File: src/rtl/axi4_b_sender_pkg.sv
// Shared RAB definitions: B-channel response codes and the B sender FSM states.
package axi4_b_sender_pkg;

  localparam logic [1:0] RESP_OKAY   = 2'b00;
  localparam logic [1:0] RESP_SLVERR = 2'b10;

  typedef enum logic [1:0] {
    IDLE     = 2'd0,
    FWD      = 2'd1,
    ERR_WAIT = 2'd2,
    ERR_SEND = 2'd3
  } b_state_e;

endpackage

File: src/rtl/axi_buffer_rab.sv
// Small synchronous FIFO with valid/ready on both sides; ready_out is held low
// through reset and rises on the first clock after release.
module axi_buffer_rab #(
  parameter int DATA_WIDTH   = 8,
  parameter int BUFFER_DEPTH = 4
) (
  input  logic                  clk,
  input  logic                  rst,
  input  logic                  valid_in,
  output logic                  ready_out,
  input  logic [DATA_WIDTH-1:0] data_in,
  output logic                  valid_out,
  input  logic                  ready_in,
  output logic [DATA_WIDTH-1:0] data_out
);

  localparam int PW = (BUFFER_DEPTH > 1) ? $clog2(BUFFER_DEPTH) : 1;
  localparam int CW = $clog2(BUFFER_DEPTH + 1);

  logic [BUFFER_DEPTH-1:0][DATA_WIDTH-1:0] mem;
  logic [PW-1:0] wr_ptr, rd_ptr;
  logic [CW-1:0] count;
  logic          alive;
  logic          push, pop;

  assign ready_out = alive && (count != CW'(BUFFER_DEPTH));
  assign valid_out = (count != '0);
  assign data_out  = mem[rd_ptr];
  assign push      = valid_in & ready_out;
  assign pop       = ready_in & valid_out;

  function automatic logic [PW-1:0] ptr_inc(input logic [PW-1:0] p);
    return (p == PW'(BUFFER_DEPTH - 1)) ? '0 : p + 1'b1;
  endfunction

  always_ff @(posedge clk or posedge rst) begin
    if (rst) begin
      mem    <= '0;
      wr_ptr <= '0;
      rd_ptr <= '0;
      count  <= '0;
      alive  <= 1'b0;
    end else begin
      alive <= 1'b1;
      if (push) begin
        mem[wr_ptr] <= data_in;
        wr_ptr      <= ptr_inc(wr_ptr);
      end
      if (pop) rd_ptr <= ptr_inc(rd_ptr);
      count <= count + CW'(push) - CW'(pop);
    end
  end

endmodule

File: src/rtl/axi4_b_sender.sv
// B-channel sender: forwards master responses and injects locally generated
// SLVERR responses for dropped writes, which take priority over the master.
module axi4_b_sender
  import axi4_b_sender_pkg::*;
#(
  parameter int AXI_ID_WIDTH    = 10,
  parameter int AXI_USER_WIDTH  = 2,
  parameter int ENABLE_L2TLB    = 0,
  parameter int DROP_FIFO_DEPTH = 4
) (
  input  logic                      axi4_aclk,
  input  logic                      axi4_arst,
  input  logic                      drop,
  input  logic [AXI_ID_WIDTH-1:0]   drop_id,
  input  logic [AXI_USER_WIDTH-1:0] drop_user,
  input  logic                      drop_l2,
  output logic                      drop_ready,
  input  logic                      wlast_received,
  output logic                      response_sent,
  output logic [AXI_ID_WIDTH-1:0]   s_axi4_bid,
  output logic [1:0]                s_axi4_bresp,
  output logic [AXI_USER_WIDTH-1:0] s_axi4_buser,
  output logic                      s_axi4_bvalid,
  input  logic                      s_axi4_bready,
  input  logic [AXI_ID_WIDTH-1:0]   m_axi4_bid,
  input  logic [1:0]                m_axi4_bresp,
  input  logic [AXI_USER_WIDTH-1:0] m_axi4_buser,
  input  logic                      m_axi4_bvalid,
  output logic                      m_axi4_bready
);

  localparam int DW = AXI_ID_WIDTH + AXI_USER_WIDTH + 1;

  b_state_e                  state;
  logic [DW-1:0]             fifo_dout;
  logic                      fifo_valid, fifo_pop, push;
  logic [AXI_ID_WIDTH-1:0]   head_id;
  logic [AXI_USER_WIDTH-1:0] head_user;
  logic                      head_l2, next_l2;

  assign push      = drop & drop_ready;
  assign head_id   = fifo_dout[DW-1 -: AXI_ID_WIDTH];
  assign head_user = fifo_dout[AXI_USER_WIDTH:1];
  assign head_l2   = fifo_dout[0];
  // A drop arriving into an empty FIFO is already the head for the IDLE decision.
  assign next_l2   = fifo_valid ? head_l2 : drop_l2;
  assign fifo_pop  = (state == ERR_SEND) && s_axi4_bready;

  axi_buffer_rab #(
    .DATA_WIDTH  (DW),
    .BUFFER_DEPTH(DROP_FIFO_DEPTH)
  ) u_drop_fifo (
    .clk      (axi4_aclk),
    .rst      (axi4_arst),
    .valid_in (drop),
    .ready_out(drop_ready),
    .data_in  ({drop_id, drop_user, drop_l2}),
    .valid_out(fifo_valid),
    .ready_in (fifo_pop),
    .data_out (fifo_dout)
  );

  always_ff @(posedge axi4_aclk or posedge axi4_arst) begin
    if (axi4_arst) begin
      state <= IDLE;
    end else begin
      case (state)
        IDLE:
          if (fifo_valid || push)
            state <= (next_l2 && (ENABLE_L2TLB != 0)) ? ERR_WAIT : ERR_SEND;
          else if (m_axi4_bvalid)
            state <= FWD;
        FWD:      if (m_axi4_bvalid && s_axi4_bready) state <= IDLE;
        ERR_WAIT: if (wlast_received) state <= ERR_SEND;
        ERR_SEND: if (s_axi4_bready) state <= IDLE;
        default:  state <= IDLE;
      endcase
    end
  end

  always_comb begin
    s_axi4_bid    = '0;
    s_axi4_bresp  = RESP_OKAY;
    s_axi4_buser  = '0;
    s_axi4_bvalid = 1'b0;
    m_axi4_bready = 1'b0;
    case (state)
      FWD: begin
        s_axi4_bid    = m_axi4_bid;
        s_axi4_bresp  = m_axi4_bresp;
        s_axi4_buser  = m_axi4_buser;
        s_axi4_bvalid = m_axi4_bvalid;
        m_axi4_bready = s_axi4_bready;
      end
      ERR_SEND: begin
        s_axi4_bid    = head_id;
        s_axi4_bresp  = RESP_SLVERR;
        s_axi4_buser  = head_user;
        s_axi4_bvalid = 1'b1;
      end
      default: ;
    endcase
  end

  assign response_sent = fifo_pop & head_l2;

endmodule

File: config.mk
export PLATFORM = sky130hd
export DESIGN_NAME = axi4_b_sender
export DESIGN_NICKNAME = d
export VERILOG_FILES = /design/src/rtl/axi4_b_sender_pkg.sv /design/src/rtl/axi_buffer_rab.sv /design/src/rtl/axi4_b_sender.sv
export SDC_FILE = /design/constraint.sdc
export NUM_CORES = 1
export LEC_CHECK = 0
export BUFFER_PORTS_ARGS = -buffer_cell sky130_fd_sc_hd__buf_2
export CORE_ASPECT_RATIO = 0.6
export CORE_MARGIN = 1
export CORE_UTILIZATION = 42
export DETAILED_ROUTE_END_ITERATION = 12
export SLEW_MARGIN = 15
export SYNTH_ARGS = -nofsm -noshare
export SYNTH_HDL_FRONTEND = slang
export SYNTH_SLANG_ARGS = --single-unit
export TNS_END_PERCENT = 10
File: constraint.sdc
create_clock -name axi4_aclk -period 2.8 [get_ports axi4_aclk]
set_input_delay 0.56 -clock axi4_aclk [delete_from_list [all_inputs] [get_ports axi4_aclk]]
set_output_delay 0.56 -clock axi4_aclk [all_outputs]
set_load 0.005 [all_outputs]
Word-level counts from Yosys, hierarchy flattened
Index checks and enable logic that the tools add are counted.

operators by class
  $lt $le $gt $ge = 3
  muxes and demuxes = 18
  eq/ne operators = 10
  reduce and logical (&&, ||, !) cells = 8
  $add $sub $neg = 4
  bitwise gates (word level) = 3

operators with widths
  kind                 count
  $bwmux 52            1
  $bmux 13 s2          1
  $demux 13 s2         1
  $mux 13              2
  $pmux 10 s2          1
  $mux 2               7
  $eq 2x2->1 const B   4
  $pmux 2 s2           2
  $pmux 2 s4           1
  $lt 2x3->1 const B   2
  $ne 2x2->1 const B   3
  $ne 3x3->1 const B   2
  $add 2x1->2 const B  2
  $logic_and 1x1->1    4
  $reduce_and 4->1     1
  $add 3x1->3          1
  $and 1x1->1          3
  $reduce_bool 3->1    1
  $sub 3x1->3          1
  $eq 2x1->1 const B   1
  $ge 2x1->1 const B   1
  $logic_not 2->1      1
  $pmux 1 s2           1
  $logic_or 1x1->1     1
  $mux 1               1

word-level totals
  input port bits = 33
  register bits = 62

Logic depth before layout (Yosys ltp)
Gate-level depths: netlist of run 1.

  word-level depth = 6
  gate-level depth with buffers = 9

Hierarchy
A second synthesis of run 1 with hierarchy kept.

second synthesis, totals
  cells, all modules = 213
  area, all modules = 3,286.9 um^2

by module, submodules not included
  module          area each (um^2)  cells an instance  times used
  axi_buffer_rab  2,920.3           167                1
  axi4_b_sender   366.6             46                 1

Least setup slack after synthesis of run 1
No wires, ideal clock.

  kind = register to register
  start point = register state[1]
  end point = register u_drop_fifo.count[2]
  buffers on the path = 1
  cell stages (with the launch flop) = 10
  slack = 0.825 ns
  arrival = 1.852 ns
  clock period less this slack = 1.975 ns
  path through = dfrtp_1 -> clkbuf_1 -> nand3_1 -> nor2_1 -> ha_1 -> inv_1 -> ha_1 -> fa_1 -> xnor2_1 -> xnor2_1

between the ends
  word-level cells in the longest chain between the ends = 4

RTL lines
  what                       RTL line              source
  start, declared            axi4_b_sender.sv:34   b_state_e state;
  start signal, assigned     axi4_b_sender.sv:70   state <= (next_l2 && (ENABLE_L2TLB != 0)) ? ERR_WAIT : ERR_SEND;
  $eq 2x2->1                 axi4_b_sender.sv:47   assign fifo_pop = (state == ERR_SEND) && s_axi4_bready;
  $logic_and 1x1->1          axi4_b_sender.sv:47
  $and 1x1->1                axi_buffer_rab.sv:30  assign pop = ready_in & valid_out;
  named net u_drop_fifo.pop  axi_buffer_rab.sv:24  logic push, pop;
  $sub 3x1->3                axi_buffer_rab.sv:50  count <= count + CW'(push) - CW'(pop);
  end signal, assigned       axi_buffer_rab.sv:50
  end, declared              axi_buffer_rab.sv:22  logic [CW-1:0] count;

The timed path passes the listed nets, and every way through them passes these cells.
A chain may end at the register's enable or synchronous reset.

Worst setup path after layout of run 1
  start point = register u_drop_fifo.rd_ptr[0]
  end point = output s_axi4_bid[1]

between the ends
  word-level cells in the longest chain between the ends = 3

RTL lines
  what                           RTL line              source
  start, declared                axi_buffer_rab.sv:21  logic [PW-1:0] wr_ptr, rd_ptr;
  start signal, assigned         axi_buffer_rab.sv:49  if (pop) rd_ptr <= ptr_inc(rd_ptr);
  $bmux 13 s2                    axi_buffer_rab.sv:28  assign data_out = mem[rd_ptr];
  $mux 13 (not written as such)  axi_buffer_rab.sv:28
  $pmux 10 s2                    axi4_b_sender.sv:87   case (state)
  end, declared                  axi4_b_sender.sv:20   output logic [AXI_ID_WIDTH-1:0] s_axi4_bid,

No other way between the ends. The select of a mux whose other input is x is not followed.

==> results of run 1 <==
-- worst max path at each step --
stage	start	to	slack, ns	depth (start not counted)
final	u_drop_fifo.rd_ptr[0]$_DFFE_PP0P_	s_axi4_bid[1]	0.37	4
after global routing	u_drop_fifo.rd_ptr[0]$_DFFE_PP0P_	s_axi4_bid[1]	0.18	4
after CTS	u_drop_fifo.rd_ptr[0]$_DFFE_PP0P_	s_axi4_bid[1]	0.32	4
after detailed placement	s_axi4_bready	u_drop_fifo.count[2]$_DFF_PP0_	0.64	9
after global placement	s_axi4_bready	u_drop_fifo.count[2]$_DFF_PP0_	0.66	9
after floorplan	axi4_arst	state[0]$_DFFE_PP0P_	0.70	1
-- cells in the mapped netlist (all sizes together), types with 2 or more instances --
cell type  instances
clkbuf             5
mux2              55
nor2b              3
buf                7
nand3              2
nor3b              5
dfrtp             62
nand2             15
o221ai            12
nor2               4
and2               2
ha                 7
inv                8
o21a               2
nor3               2
xnor2              2
mux2i             24
-- worst reg2reg max path, delay by kind of cell, from the launching register on --
kind,cells,cell delay (ns)
flip-flops,1,0.50
buffers and inverters,1,0.04
XOR/XNOR,2,0.31
AND/OR/NAND/NOR,2,0.43
adder cells (fa/ha/maj),3,0.73
-- where the power goes --
group	total, W	internal, W	switching (W)
registers	0.00165	0.00135	0.000302
logic	0.00163	0.000927	0.000706
clock network	0.00117	0.000782	0.000383
-- kinds of logic after synthesis --
kind of cell,synth area share [%]
buf+inv,3.41
flops,51.5
xor+xnor,0.582
other cells,0.125
fa+ha+maj,3.57
simple gates,6.53
compound gates,4.95
mux,29.3
-- state kept, by name, summed over array words and instances (netlist names) --
name / cells
u_drop_fifo.count: 3
u_drop_fifo.rd_ptr: 2
state: 2
u_drop_fifo.alive: 1
u_drop_fifo.mem: 52
u_drop_fifo.wr_ptr: 2
-- metrics by stage --
| stage | setup slack [ns] | hold slack, ns |
|---|---|---|
| CTS | 0.322 | 0.312 |
| finish | 0.370 | 0.305 |
| global route | 0.181 | 0.367 |
| detailed placement | 0.636 | 0.496 |
| global placement | 0.659 | 0.488 |
| floorplan | 0.699 | 0.475 |
-- per-layer routing --
| metal | wire length (um) | share of wire [%] | vias up |
|---|---|---|---|
| met3 | 362 | 5.7 | 8 |
| met5 | 0 | 0 | - |
| met1 | 3420 | 54 | 951 |
| li1 | - | - | 948 |
| met2 | 2450 | 39 | 41 |
| met4 | 76 | 1.2 | 0 |
-- layout make-up --
cell class                      count  area share (%)
Clock buffer                       13            7.50
Clock inverter                      3            1.07
Inverter                            8           0.804
Multi-Input combinational cell    145            36.7
Sequential cell                    62            41.5
Tap cell                           87            2.91
Timing Repair Buffer               62            9.45
==> results.ini, run 1 <==
[route]
detail-route-antenna-nets = 0
drt_first_pass_iters = 9
route.detailed.drc = 8
routed_wl_um = 6310
wl_per_cell_um = 16.6
route.vias.total = 1948
vias_per_cell = 5.13
drtIter0Drc = 113

[critical_path]
slowest_delay_ns = 0.67
regToRegSetupSlack_ns = 0.71
timing.rr.start = state[1]$_DFFE_PP0P_
crit_type = register to output port
crit_family = flip-flops
cp_max_fo = 11
worst_setup_path_start_kind = register
r2r_cells = 8
slowest_stage = dfrtp_1
crit_buf_inv = 2
cp-end-kind = output port
path_cells = buf_4 > mux2i_1 > o221ai_1 > buf_2
arrival_ns = 1.87
required_ns = 2.24
rr_endpoint = u_drop_fifo.count[2]$_DFF_PP0_

[logic_synthesis]
syn_nets = 268
synth_cells = 227
synth_flop_cell = dfrtp_1
synth_top_area_cell = dfrtp_1
syn_area_per_cell_um2 = 13.3
ys_types = 30
ys_top_cells_by_area = dfrtp_1, mux2_2, mux2i_1, o221ai_1, ha_1
synthArstFlopShare_pct = 100
synth_edf_count = 0
synth.top_cell.area_share_pct = 51.5
ys_seq_elements = 62
synth-seq-area-share_pct = 51.5
ys.warnings.count = 0
netlist_area_um2 = 3010

[clocking]
numCtsBuffers = 9
root_buffer = clkbuf_16
cts_setup_buffers = 0
clkTransAtPathRegs_ns = 0.05
cts_hold_buf = 0
clock_sinks = 62
clockBufferDepth = 2
cts_resized = 0
htree_levels = 3
cts_tree = built
clk_latency_ns = 0.33

[layout]
post-route-util_pct = 55.0
final_nets = 329
final_cell_mix = dfrtp_1, mux2_2, buf_2
multi_input_area_um2 = 1370
fillers = 611
areaGrowthSynthToFinish_pct = 24.1
n_antenna_cell = 0
regArea_um2 = 1550
fin_area_um2 = 3730
mostFrequentLayoutCell = dfrtp_1
fin_cells = 380
layout-drive-gt1-share_pct = 48.1

[floorplanning]
rows = 23
die_area_um2 = 7520
fp.dieW_um = 111
core_region_area_um2 = 6790
start_util_pct = 44.3
die_h_um = 67.6
io_pins = 51

[global_route]
use_met3_pct = 6.19
grt-ovfl-total = 0
grt_pass1_vias = 1971
grt_util_met1_pct = 28.9
antenna_found_initial = 0
busiest_layer = met1
grtUsageMet2_pct = 26.7
grtUsageTotal_pct = 19.6
grt_pass1_wl_um = 10800
grt_max_degree = 37

[job]
max_cap_viol_count = 0

[sta]
slew_viol_final = 0
slew-limit-headroom_pct = 58.6
tns_ns = 0
timing.final.crit_share_pct = 86.8
hold_viol = 0
fmax_ghz = 0.411
rsz0062_at_grt = no
worst_slew_pin_slew_ns = 0.620
fin_crit_ns = 2.43
skew_ns = 0.00845
setup_viol = 0

[placement]
post_dp_cell_area_um2 = 3410
place.gp.congestion = 0.735
portBuffers = 50
placed_cells = 364
dp_hpwl_um = 4440

[status]
outcome = complete, but fails checks
violations = DRC

[power]
p_total_w = 0.00445
ir_worst_vdd_uv = 615
powerDensity_nw_per_um2 = 1190
p_leak_nw = 1.75

[min_path]
hp-class = primary input to async pin

(Power assumes the default switching activity.)
==> run 2: changes to the inputs <==
==> constraint.sdc (replaced) <==
create_clock -name axi4_aclk -period 2.9 [get_ports axi4_aclk]
set_input_delay 0.58 -clock axi4_aclk [delete_from_list [all_inputs] [get_ports axi4_aclk]]
set_output_delay 0.58 -clock axi4_aclk [all_outputs]
set_load 0.005 [all_outputs]
==> results.ini, run 2 (synthesis gave the netlist of run 1 again) <==
[critical_path]
regToRegSetupSlack_ns = 0.82  ; +0.11 ns
arrival_ns = 1.87  ; about the same
crit_family = flip-flops
crit_type = register to output port
slowest_stage = dfrtp_1
slowest_delay_ns = 0.52  ; -0.15 ns
required_ns = 2.32  ; +0.08 ns
crit_buf_inv = 2  ; unchanged
cp-end-kind = output port
cp_max_fo = 10  ; -1
path_cells = nand3_1 > buf_4 > o221ai_1 > buf_2
timing.rr.start = state[0]$_DFFE_PP0P_
worst_setup_path_start_kind = register
critPathLaunch = state[0]$_DFFE_PP0P_

[sta]
skew_ns = 0.00501  ; -0.00345 ns
rsz0062_at_grt = no
slew_viol_final = 0  ; unchanged
timing.final.crit_share_pct = 84.3
worst_slew_pin_slew_ns = 0.603  ; -0.0175 ns
tns_ns = 0  ; unchanged
slew-limit-headroom_pct = 59.8  ; +1.2 points
fmax_ghz = 0.409
holdWs_ns = 0.320  ; +0.0149 ns
fin_crit_ns = 2.45
setup_viol = 0  ; unchanged
hold_viol = 0  ; unchanged

[global_route]
grt-ovfl-total = 0  ; unchanged
antenna_found_initial = 0  ; unchanged
grtUsageMet2_pct = 27.9  ; +1.2 points
grt_max_degree = 37  ; unchanged
busiest_layer = met2
use_met3_pct = 6.64  ; +0.45 points
grt_pass1_wl_um = 10700  ; -0.96%
grt_util_met1_pct = 27.3  ; -1.6 points
grt_pass1_vias = 1973  ; +0.10%
grtUsageTotal_pct = 19.4  ; -0.20 points

[status]
violations = DRC
outcome = complete, but fails checks

[layout]
fin_area_um2 = 3710  ; -0.70%
top_register = u_drop_fifo.mem
final_nets = 328  ; -0.30%
areaGrowthSynthToFinish_pct = 23.2
mostFrequentLayoutCell = dfrtp_1
layout-drive-gt1-share_pct = 47.6  ; -0.52 points
final_cell_mix = dfrtp_1, mux2_2, buf_2
n_antenna_cell = 0  ; unchanged
top_regs = u_drop_fifo.mem: 52 flops, u_drop_fifo.count: 3 flops
largest_reg_flops = 52  ; unchanged

[power]
p_leak_nw = 1.73  ; -0.84%
ir_worst_vdd_uv = 453  ; -26%
powerDensity_nw_per_um2 = 1140  ; -3.9%

[route]
wl_per_cell_um = 16.7  ; +0.36%
route.vias.total = 1936  ; -0.62%
drt_first_pass_iters = 8  ; -1
route.detailed.drc = 8  ; unchanged
routed_wl_um = 6320  ; about the same
drtIter0Drc = 90  ; -20%
vias_per_cell = 5.11  ; -0.35%
detail-route-antenna-nets = 0  ; unchanged

[min_path]
hp-class = primary input to async pin

[clocking]
clockBufferDepth = 2  ; unchanged
htree_levels = 3  ; unchanged
cts_tree = built
cts_resized = 0  ; unchanged
cts_setup_buffers = 0  ; unchanged
root_buffer = clkbuf_16
clk_latency_ns = 0.33  ; about the same
clock_sinks = 62  ; unchanged
cts_hold_buf = 0  ; unchanged
numCtsBuffers = 9  ; unchanged
clkTransAtPathRegs_ns = 0.05  ; about the same

[placement]
dp_hpwl_um = 4490  ; +1.2%
portBuffers = 50  ; unchanged
post_dp_cell_area_um2 = 3410  ; -0.22%
place.gp.congestion = 0.754  ; +2.6%

[job]
max_cap_viol_count = 0  ; unchanged

[floorplanning]
fp.dieW_um = 111  ; unchanged
start_util_pct = 44.3  ; unchanged
core_region_area_um2 = 6790  ; unchanged
die_area_um2 = 7520  ; unchanged
io_pins = 51  ; unchanged
rows = 23  ; unchanged
die_h_um = 67.6  ; unchanged

## run 2: cell types whose count changed in the layout (fill, tap and decap cells not counted)
cell	change
clkbuf_1	+1
clkinv_2	+1
buf_4	-1
clkbuf_8	-2
## run 2: final cells by class
cell class,count,area [um2]
clock buffers,12,256
clock inverters,4,45.0
fillers,576,3080
inverters,8,30.0
multi-input cells,145,1370
flip-flops and latches,62,1550
well taps,87,109
repair buffers,61,345
## run 2: per-stage QoR
stage / instances / util (%) / power (W) / setup WS [ns]
detailed placement: 363 / 50.2 / 0.00321 / 0.658
floorplan: 227 / - / 0.00268 / 0.779
global route: 379 / 54.6 / 0.00457 / 0.287
CTS: 379 / 54.6 / 0.00430 / 0.463
global placement: 363 / 50.2 / 0.00318 / 0.727
finish: 379 / 54.6 / 0.00424 / 0.455
## run 2: worst reg2reg max path, cell delays in order (launching register included)
cell and delay, ns:
dfrtp_1 0.52, nand3_1 0.19, nor2_1 0.23, ha_1 0.17
inv_1 0.04, ha_1 0.18, fa_1 0.37, xnor2_1 0.18
xnor2_1 0.13
## run 2: path summary, 6_finish.rpt
check	endpoint	cells after the start
setup / recovery	s_axi4_buser[0]	4
hold / removal	u_drop_fifo.count[0]$_DFF_PP0_	2
setup reg to reg	u_drop_fifo.count[2]$_DFF_PP0_	8
hold reg to reg	u_drop_fifo.mem[22]$_DFFE_PP0P_	1
max in group asynchronous	u_drop_fifo.mem[16]$_DFFE_PP0P_	3
min in group axi4_aclk	state[0]$_DFFE_PP0P_	2
## run 2: power by group
part           leakage [nW]  total, W  internal (W)  switching, W
sequential            0.743   0.00158       0.00130      0.000281
combinational         0.839   0.00159      0.000898      0.000694
clock                 0.152   0.00107      0.000707      0.000363
total                  1.73   0.00424       0.00290       0.00134
## run 2: per-layer routing
| layer | share of wire, % | up-vias |
|---|---|---|
| met5 | 0 | - |
| met4 | 0.66 | 0 |
| met2 | 42 | 44 |
| met1 | 51 | 943 |
| met3 | 6.2 | 5 |
| li1 | - | 944 |
==> run 3: changes to the inputs <==
==> constraint.sdc (replaced) <==
create_clock -name axi4_aclk -period 2 [get_ports axi4_aclk]
set_input_delay 0.4 -clock axi4_aclk [delete_from_list [all_inputs] [get_ports axi4_aclk]]
set_output_delay 0.4 -clock axi4_aclk [all_outputs]
set_load 0.005 [all_outputs]
==> results.ini, run 3 (synthesis gave the netlist of run 1 again) <==
[sta]
timing.final.crit_share_pct = 97.1
fin_crit_ns = 1.94
setup_viol = 0  ; unchanged
slew_viol_final = 0  ; unchanged
fmax_ghz = 0.515
rsz0062_at_grt = yes
skew_ns = 0.00353  ; -0.00148 ns
worst_slew_pin_slew_ns = 0.586  ; -0.0169 ns
hold_viol = 0  ; unchanged
slew-limit-headroom_pct = 60.9  ; +1.1 points

[layout]
n_antenna_cell = 0  ; unchanged
mostFrequentLayoutCell = dfrtp_1
top_register = u_drop_fifo.mem
layout-drive-gt1-share_pct = 52.3  ; +4.7 points
top_regs = u_drop_fifo.mem: 52 flops, u_drop_fifo.count: 3 flops
post-route-util_pct = 56.3  ; +1.7 points
fillers = 595  ; +3.3%
final_cell_mix = dfrtp_1, mux2_2, buf_2
largest_reg_flops = 52  ; unchanged
multi_input_area_um2 = 1410  ; +2.7%
fin_area_um2 = 3820  ; +3.1%
areaGrowthSynthToFinish_pct = 27.0
regArea_um2 = 1550  ; about the same
fin_cells = 387  ; +2.1%
final_nets = 336  ; +2.4%

[placement]
portBuffers = 50  ; unchanged
placed_cells = 371  ; +2.2%
post_dp_cell_area_um2 = 3480  ; +2.1%
place.gp.congestion = 0.733  ; -2.8%
dp_hpwl_um = 4320  ; -3.7%

[floorplanning]
start_util_pct = 44.3  ; unchanged
die_h_um = 67.6  ; unchanged
io_pins = 51  ; unchanged
fp.dieW_um = 111  ; unchanged
die_area_um2 = 7520  ; unchanged
core_region_area_um2 = 6790  ; unchanged
rows = 23  ; unchanged

[global_route]
grt-ovfl-total = 0  ; unchanged
grtUsageTotal_pct = 19.0  ; -0.43 points
grt_max_degree = 26  ; -30%
grt_pass1_wl_um = 10300  ; -3.6%
antenna_found_initial = 0  ; unchanged
grt_pass1_vias = 1896  ; -3.9%

[route]
route.vias.total = 1991  ; +2.8%
vias_per_cell = 5.14  ; +0.71%
routed_wl_um = 6320  ; about the same
drt_first_pass_iters = 8  ; unchanged
drtIter0Drc = 94  ; +4.4%
route.detailed.drc = 8  ; unchanged
wl_per_cell_um = 16.3  ; -2.0%
detail-route-antenna-nets = 0  ; unchanged

[critical_path]
timing.rr.start = u_drop_fifo.count[0]$_DFF_PP0_
rr_endpoint = u_drop_fifo.count[2]$_DFF_PP0_
regToRegSetupSlack_ns = 0.09  ; -0.73 ns
crit_type = register to output port
crit_family = flip-flops
path_cells = buf_12 > mux2i_1 > o221ai_1 > buf_2
slowest_stage = dfrtp_2
required_ns = 1.60  ; -0.72 ns
cp_max_fo = 24  ; +14
r2r_cells = 8  ; unchanged
crit_buf_inv = 2  ; unchanged
slowest_delay_ns = 0.43  ; -0.09 ns
cp-end-kind = output port
worst_setup_path_start_kind = register
arrival_ns = 1.54  ; -0.33 ns

[power]
swShare_pct = 31.5  ; -0.040 points
p_switching_w = 0.00200  ; +50%
power_frac_clock_pct = 24.3  ; -0.9 points
combPwrFrac_pct = 40.2  ; +2.7 points
p_leak_nw = 1.78  ; +2.5%
intPower_w = 0.00435  ; +50%
ir_worst_vdd_uv = 663  ; +46%
p_total_w = 0.00635  ; +50%
powerDensity_nw_per_um2 = 1660  ; +45%
seq_power_share_pct = 35.4  ; -1.9 points

[clocking]
htree_levels = 3  ; unchanged
cts_tree = built
clk_latency_ns = 0.32  ; about the same
clkTransAtPathRegs_ns = 0.05  ; about the same
clock_sinks = 62  ; unchanged
numCtsBuffers = 9  ; unchanged
cts_hold_buf = 0  ; unchanged
root_buffer = clkbuf_16
clockBufferDepth = 2  ; unchanged

[status]
violations = DRC
outcome = complete, but fails checks

[job]
max_cap_viol_count = 0  ; unchanged

[min_path]
hp-class = primary input to async pin

[run 3: what timing repair did]
action	4_1_cts	5_1_grt
setup endpoints to repair	6	5
setup buffers	0	0
resized for setup	2	9
pin swaps	0	6
[run 3: metal layers]
layer | vias to the layer above | share of wire (%) | GRT usage (%)
met5 | - | 0 | 0
met4 | 0 | 1.3 | 7.60
met3 | 11 | 5.6 | 6.10
met2 | 48 | 41 | 26.8
met1 | 980 | 52 | 26.9
li1 | 952 | - | -
[run 3: power groups by stage]
stage	clock [W]	sequential [W]	combinational [W]
2_1_floorplan	0	0.00214	0.00174
3_3_place_gp	0	0.00223	0.00245
4_1_cts	0.00159	0.00224	0.00250
5_1_grt	0.00162	0.00234	0.00282
6_report	0.00155	0.00225	0.00255
3_5_place_dp	0	0.00225	0.00248
[run 3: worst max-delay path by stage]
stage	startpoint	to	slack (ns)	cells after the start
CTS	u_drop_fifo.rd_ptr[0]$_DFFE_PP0P_	s_axi4_buser[0]	0.02	4
global route	u_drop_fifo.count[0]$_DFF_PP0_	u_drop_fifo.count[2]$_DFF_PP0_	-0.05	8
floorplan	state[1]$_DFFE_PP0P_	u_drop_fifo.count[2]$_DFF_PP0_	0.02	9
global placement	s_axi4_bready	u_drop_fifo.count[2]$_DFF_PP0_	0.05	9
detailed placement	s_axi4_bready	u_drop_fifo.count[2]$_DFF_PP0_	-0.02	9
finish	u_drop_fifo.rd_ptr[0]$_DFFE_PP0P_	s_axi4_bid[3]	0.06	4
[run 3: stage by stage]
step / TNS [ns] / setup slack [ns] / hold WS, ns
2_1_floorplan: 0 / 0.0248 / 0.475
3_3_place_gp: 0 / 0.0525 / 0.489
3_5_place_dp: -0.0207 / -0.0207 / 0.493
4_1_cts: 0 / 0.0218 / 0.145
5_1_grt: -0.138 / -0.0512 / 0.174
6_report: 0 / 0.0573 / 0.136
[run 3: layout make-up]
type | count | area share [%]
Multi-Input combinational cell | 145 | 36.8
Tap cell | 87 | 2.85
Clock buffer | 12 | 6.71
Clock inverter | 4 | 1.18
Inverter | 8 | 0.785
Timing Repair Buffer | 69 | 11.0
Sequential cell | 62 | 40.6
[run 3: worst reg2reg max path: stages, from the launching register on]
cell and delay [ns]:
dfrtp_1 0.38, nor3_2 0.22, nor2_2 0.07, ha_1 0.28
inv_1 0.04, ha_2 0.17, fa_2 0.37, xnor2_2 0.15
xnor2_1 0.13
